**config.mk**
```make
export PLATFORM = sky130hd
export DESIGN_NAME = tlc_light_monitor
export DESIGN_NICKNAME = d
export VERILOG_FILES = /design/src/rtl/tlc_light_monitor.sv
export SDC_FILE = /design/constraint.sdc
export NUM_CORES = 1
export LEC_CHECK = 0
export ABC_AREA = 1
export BUFFER_PORTS_ARGS = -buffer_cell sky130_fd_sc_hd__buf_2
export CORE_MARGIN = 5
export CORE_UTILIZATION = 35
export DETAILED_ROUTE_END_ITERATION = 8
export PLACE_DENSITY = 0.54
export SYNTH_ARGS = -nofsm -noshare
export SYNTH_HDL_FRONTEND = slang
export SYNTH_SLANG_ARGS = --single-unit
export TNS_END_PERCENT = 10
```
**constraint.sdc**
```tcl
create_clock -name clk -period 2.1 [get_ports clk]
set_input_delay 0.42 -clock clk [delete_from_list [all_inputs] [get_ports clk]]
set_output_delay 0.42 -clock clk [all_outputs]
set_load 0.05 [all_outputs]
```
**src/rtl/tlc_light_monitor.sv**
```systemverilog
`default_nettype none
// ============================================================================
// Module   : tlc_light_monitor
// Brief    : Passive safety/sequence checker on the tlc light outputs. Latches
//            the first fault code and counts violation events.
//            Optional stall watchdog: define TLC_MON_WATCHDOG_EN.
// Revision : 1.0 - initial release
// ============================================================================
module tlc_light_monitor #(
    parameter int MIN_YELLOW = 5,
    parameter int TW         = 5,
    parameter int MAX_STALL  = 20,
    parameter int CNT_W      = 8
) (
    input  logic             clk,
    input  logic             rst_n,
    input  logic             clk_en,
    input  logic [2:0]       light_ns,
    input  logic [2:0]       light_ew,
    input  logic [1:0]       light_ped,
    input  logic             clear,
    output logic             fault,
    output logic [3:0]       fault_code,
    output logic [CNT_W-1:0] fault_cnt
);

    // Light and ped encodings shared with tlc
    localparam logic [2:0] c_RED      = 3'b100;
    localparam logic [2:0] c_YELLOW   = 3'b010;
    localparam logic [2:0] c_GREEN    = 3'b001;
    localparam logic [1:0] c_PED_NS   = 2'b01;
    localparam logic [1:0] c_PED_EW   = 2'b10;
    localparam logic [1:0] c_PED_BOTH = 2'b11;

    localparam logic [TW-1:0]    c_TMAX    = '1;
    localparam logic [TW-1:0]    c_MIN_Y   = TW'(MIN_YELLOW);
    localparam logic [CNT_W-1:0] c_CNT_MAX = '1;

    // Both tick limits must be reachable by a saturating TW-bit counter
    if ((MIN_YELLOW > (2**TW - 1)) || (MAX_STALL > (2**TW - 1))) begin : g_param_check
        $error("tlc_light_monitor: MIN_YELLOW/MAX_STALL exceed TW counter range");
    end

    logic [2:0]    r_prev_ns;
    logic [2:0]    r_prev_ew;
    logic [TW-1:0] r_ycnt_ns;
    logic [TW-1:0] r_ycnt_ew;
    logic          r_viol_q;

    logic       w_v1, w_v2, w_v3, w_v4, w_v5, w_v6, w_v7, w_v8;
    logic [3:0] w_code;
    logic       w_viol;
    logic       w_rise;

    assign w_v1 = (light_ns != c_RED) && (light_ew != c_RED);
    assign w_v2 = !(light_ns inside {c_RED, c_YELLOW, c_GREEN}) ||
                  !(light_ew inside {c_RED, c_YELLOW, c_GREEN});
    assign w_v3 = ((r_prev_ns == c_GREEN) && (light_ns == c_RED)) ||
                  ((r_prev_ew == c_GREEN) && (light_ew == c_RED));
    assign w_v4 = ((r_prev_ns == c_RED) && (light_ns == c_YELLOW)) ||
                  ((r_prev_ew == c_RED) && (light_ew == c_YELLOW));
    assign w_v5 = ((r_prev_ns == c_YELLOW) && (light_ns == c_RED) && (r_ycnt_ns < c_MIN_Y)) ||
                  ((r_prev_ew == c_YELLOW) && (light_ew == c_RED) && (r_ycnt_ew < c_MIN_Y));
    assign w_v6 = ((light_ped == c_PED_NS) && (light_ew != c_RED)) ||
                  ((light_ped == c_PED_EW) && (light_ns != c_RED));
    assign w_v7 = (light_ped == c_PED_BOTH) && ((light_ns != c_RED) || (light_ew != c_RED));

`ifdef TLC_MON_WATCHDOG_EN
    localparam logic [TW-1:0] c_STALL_LIM = TW'(MAX_STALL);

    logic [1:0]    r_prev_ped;
    logic [TW-1:0] r_stall_cnt;
    logic          w_change;

    assign w_change = (light_ns != r_prev_ns) || (light_ew != r_prev_ew) ||
                      (light_ped != r_prev_ped);
    // Counter parks at the limit, so the stall stays one continuous event
    assign w_v8 = !w_change && (r_stall_cnt == c_STALL_LIM);

    always_ff @(posedge clk or negedge rst_n) begin
        if (!rst_n) begin
            r_prev_ped  <= 2'b00;
            r_stall_cnt <= '0;
        end else begin
            r_prev_ped <= light_ped;
            if (w_change)
                r_stall_cnt <= '0;
            else if (clk_en && (r_stall_cnt != c_STALL_LIM))
                r_stall_cnt <= r_stall_cnt + TW'(1);
        end
    end
`else
    assign w_v8 = 1'b0;
`endif

    always_comb begin
        w_code = 4'd0;
        if      (w_v1) w_code = 4'd1;
        else if (w_v2) w_code = 4'd2;
        else if (w_v3) w_code = 4'd3;
        else if (w_v4) w_code = 4'd4;
        else if (w_v5) w_code = 4'd5;
        else if (w_v6) w_code = 4'd6;
        else if (w_v7) w_code = 4'd7;
        else if (w_v8) w_code = 4'd8;
    end

    assign w_viol = (w_code != 4'd0);
    assign w_rise = w_viol && !r_viol_q;

    always_ff @(posedge clk or negedge rst_n) begin
        if (!rst_n) begin
            r_prev_ns <= c_RED;
            r_prev_ew <= c_RED;
            r_ycnt_ns <= '0;
            r_ycnt_ew <= '0;
            r_viol_q  <= 1'b0;
        end else begin
            r_prev_ns <= light_ns;
            r_prev_ew <= light_ew;
            r_viol_q  <= w_viol;
            if (light_ns == c_YELLOW) begin
                if (r_prev_ns != c_YELLOW)
                    r_ycnt_ns <= '0;
                else if (clk_en && (r_ycnt_ns != c_TMAX))
                    r_ycnt_ns <= r_ycnt_ns + TW'(1);
            end
            if (light_ew == c_YELLOW) begin
                if (r_prev_ew != c_YELLOW)
                    r_ycnt_ew <= '0;
                else if (clk_en && (r_ycnt_ew != c_TMAX))
                    r_ycnt_ew <= r_ycnt_ew + TW'(1);
            end
        end
    end

    always_ff @(posedge clk or negedge rst_n) begin
        if (!rst_n) begin
            fault      <= 1'b0;
            fault_code <= 4'd0;
            fault_cnt  <= '0;
        end else if (clear) begin
            // A violation coincident with clear survives the clear
            fault      <= w_viol;
            fault_code <= w_code;
            fault_cnt  <= w_rise ? CNT_W'(1) : '0;
        end else begin
            if (w_viol && !fault) begin
                fault      <= 1'b1;
                fault_code <= w_code;
            end
            if (w_rise && (fault_cnt != c_CNT_MAX))
                fault_cnt <= fault_cnt + CNT_W'(1);
        end
    end

endmodule
`default_nettype wire
```
==> flow_metrics.py <==
metrics = {
    "run_status": {
        "status": "finished, final reports clean",
    },
    "layout": {
        "n_antenna_cell": 0,
        "final_common_cell": "nand2_1",
        "n_fill_cell": 488,
        "stdcell_area_mm2": 0.00199,
        "final_layout_size_suffix_gt1_share_pct": 20.9,
        "most-common-layout-cells": "57 x nand2_1, 27 x inv_1, 27 x nand3_1, 27 x dfrtp_1, 25 x nor2_1",
        "nets": 271,
        "area_delta_synth_final_pct": 16.7,
        "finalNonFillerCells": 321,
    },
    "yosys": {
        "synth.cell_area_mm2": 0.00170,
        "syn_inst": 225,
        "ys.flop_type": "dfrtp_1",
        "synth_seq_cells": 29,
        "ys_warn_count": 0,
        "synth_edf_count": 0,
        "synthTopCellsByArea": "dfrtp_1 40%, nand2_1 13%, nand3_1 7.9%, inv_1 5.9%, nor2_1 5.5%",
        "seq_area_frac_synth_pct": 42.7,
        "yosys.area.top_type": "dfrtp_1",
        "synth_cell_types": 28,
        "synth_nets": 242,
        "async_flop_share_pct": 100,
        "synth_area_per_cell_um2": 7.57,
        "netlist.area_leader.share_pct": 39.6,
    },
    "cts": {
        "numCtsBuffers": 5,
        "hold_buffers": 0,
        "cts_sinks": 29,
        "htreeDepth": 2,
        "path_clk_slew_ps": 60,
        "postCtsSetupRepairBufs": 0,
        "cts-resized-gates": 0,
        "clk_latency_ps": 280,
        "clockBufferDepth": 2,
        "root_buffer": "clkbuf_8",
        "cts_tree": "done",
    },
    "drt": {
        "vias": 1445,
        "avgViaCountPerCell": 4.50,
        "drt_pass1_iterations": 4,
        "drcViolationCount": 0,
        "drt_first_iter_violations": 75,
        "ant_nets": 0,
        "drt-total-wl_mm": 3.48,
        "wire_per_inst_um": 10.8,
    },
    "grt": {
        "grt_use_total_pct": 12.4,
        "grt_pass1_vias": 1422,
        "grt_overflow_total": 0,
        "grt_max_degree": 30,
        "antenna_found_initial": 0,
        "grt_first_pass_wirelength_mm": 6.22,
    },
    "timing": {
        "finalSetupViolations": 0,
        "tightestPinTransition_ps": 663,
        "slew_headroom_pct": 55.8,
        "max_freq_ghz": 0.557,
        "fin_crit_ps": 1800,
        "skew_ps": 6.17,
        "fin_hold_ws_ps": 171,
        "fin_crit_sh_pct": 85.5,
        "hold_viol": 0,
        "tns_ps": 0,
        "rsz0062_at_grt": "false",
        "slew_violations": 0,
    },
    "placement": {
        "io_buffer_count": 23,
        "dp_hpwl_mm": 2.62,
        "post_dp_cell_area_mm2": 0.00190,
        "place_inst": 314,
        "gp_congestion": 0.824,
    },
    "power_and_ir_drop": {
        "vdd_drop_max_mv": 0.323,
        "power.leakage_nw": 1.09,
        "p_per_area_mw_per_mm2": 642,
    },
    "floorplan": {
        "die_w_um": 79.8,
        "start_util_pct": 36.1,
        "core-area_mm2": 0.00472,
        "num_io_pins": 25,
        "rows": 25,
        "die_area_mm2": 0.00636,
        "die_h_um": 79.8,
    },
    "worst_setup_path": {
        "required_ps": 2270,
        "crit_chain": "inv_1 > nand3_1 > nor2_1 > nand2_1 > nand2_1 > nor2_1 > nor2_2 > nor2_2 > nand3_4 > nand3_4 > nand2_4 > nand2_1 > nand2_1",
        "cp_max_fo": 9,
        "critPathBufInv": 1,
        "crit_slowest_cell": "dfstp_2",
        "worstSetupPathType": "flop to flop",
        "crit_family": "simple AND/OR/NAND/NOR gates",
        "cp-end-kind": "flop",
        "cp.arrival_ps": 1960,
        "cpPeakStageDelay_ps": 540,
        "start_kind": "flop",
        "path_common_cell": "nand2_1",
    },
    "min_path": {
        "min_path_type": "primary input to asynchronous set/reset pin",
    },
    "flow_run": {
        "cap_violations": 0,
    },
}
==> per-stage QoR <==
stage	utilization (%)	worst slack, ps	total power, mW
after global placement	40.3	210	0.820
final	42.1	305	1.28
after detailed placement	40.3	197	0.822
after global routing	42.1	138	1.34
after CTS	42.1	297	1.30
after floorplan	-	294	0.759
==> worst register-to-register path, stage by stage, from the launching register on <==
cell and delay [ps]:
dfstp_2 540, inv_1 40, nand3_1 100, nor2_1 60
nand2_1 80, nand2_1 70, nor2_1 130, nor2_2 60
nor2_2 120, nand3_4 120, nand3_4 140, nand2_4 100
nand2_1 80, nand2_1 50
==> state kept, by name, summed over array words and instances, names as in the netlist <==
register	count
fault_cnt	8
r_ycnt_ew	5
r_ycnt_ns	5
fault_code	3
r_prev_ew	3
r_prev_ns	3
fault	1
r_viol_q	1
==> final cells by class <==
type | count | area (µm²) | share of cell area [%]
multi-input cells | 159 | 833 | 41.9
flip-flops and latches | 29 | 728 | 36.6
repair buffers | 25 | 130 | 6.54
inverters | 34 | 128 | 6.42
clock buffers | 7 | 86.3 | 4.34
well taps | 67 | 83.8 | 4.21
==> layer usage <==
layer / GRT usage (%) / wire length [µm] / vias to the layer above
li1: - / - / 764
met1: 15.7 / 1710 / 654
met2: 19.9 / 1590 / 21
met3: 3.05 / 107 / 6
met4: 5.57 / 66 / 0
met5: 0 / 0 / -
==> path summary, 6_finish.rpt <==
check	start	to	slack, ps	depth (start not counted)
worst max register to register	r_prev_ew[2]	fault_cnt[7]	300	13
max in group asynchronous	rst_n	r_ycnt_ns[2]	1500	1
worst min-delay path	rst_n	r_prev_ns[1]	170	1
min in group clk	light_ew[2]	r_prev_ew[2]	270	1
worst min register to register	r_ycnt_ew[2]	r_ycnt_ew[2]	480	1
worst max-delay path	r_prev_ew[2]	fault_cnt[7]	300	13
==> logic make-up (layout without fill, tap and decap cells) <==
family | after synthesis | in the layout | share of synthesized area, %
compound gates | 14 | 14 | 5.07
simple gates | 134 | 134 | 37.4
other cells | 1 | 1 | 0.220
buf+inv | 37 | 66 | 8.37
flops | 29 | 29 | 42.7
xor+xnor | 5 | 5 | 2.57
fa+ha+maj | 5 | 5 | 3.67
==> synth_stat cells (2+ instances only) <==
library cell	n
xor2_1	4
nand3_2	4
inv_2	7
clkbuf_1	2
nand3_4	2
a21oi_1	4
nand2_1	57
nor2_1	25
nand3_1	27
ha_1	5
o21a_1	4
nor2_2	4
nor3b_1	2
dfrtp_1	27
dfstp_2	2
o21ai_0	2
nor3_1	6
nand4_1	4
o21bai_1	2
inv_1	27
==> where the power goes <==
part / switching (mW) / internal (mW) / leakage, nW / total [mW]
logic: 0.135 / 0.0585 / 0.676 / 0.194
registers: 0.0276 / 0.588 / 0.369 / 0.616
clock network: 0.208 / 0.260 / 0.0443 / 0.467
total: 0.371 / 0.906 / 1.09 / 1.28
(Power assumes the default switching activity.)
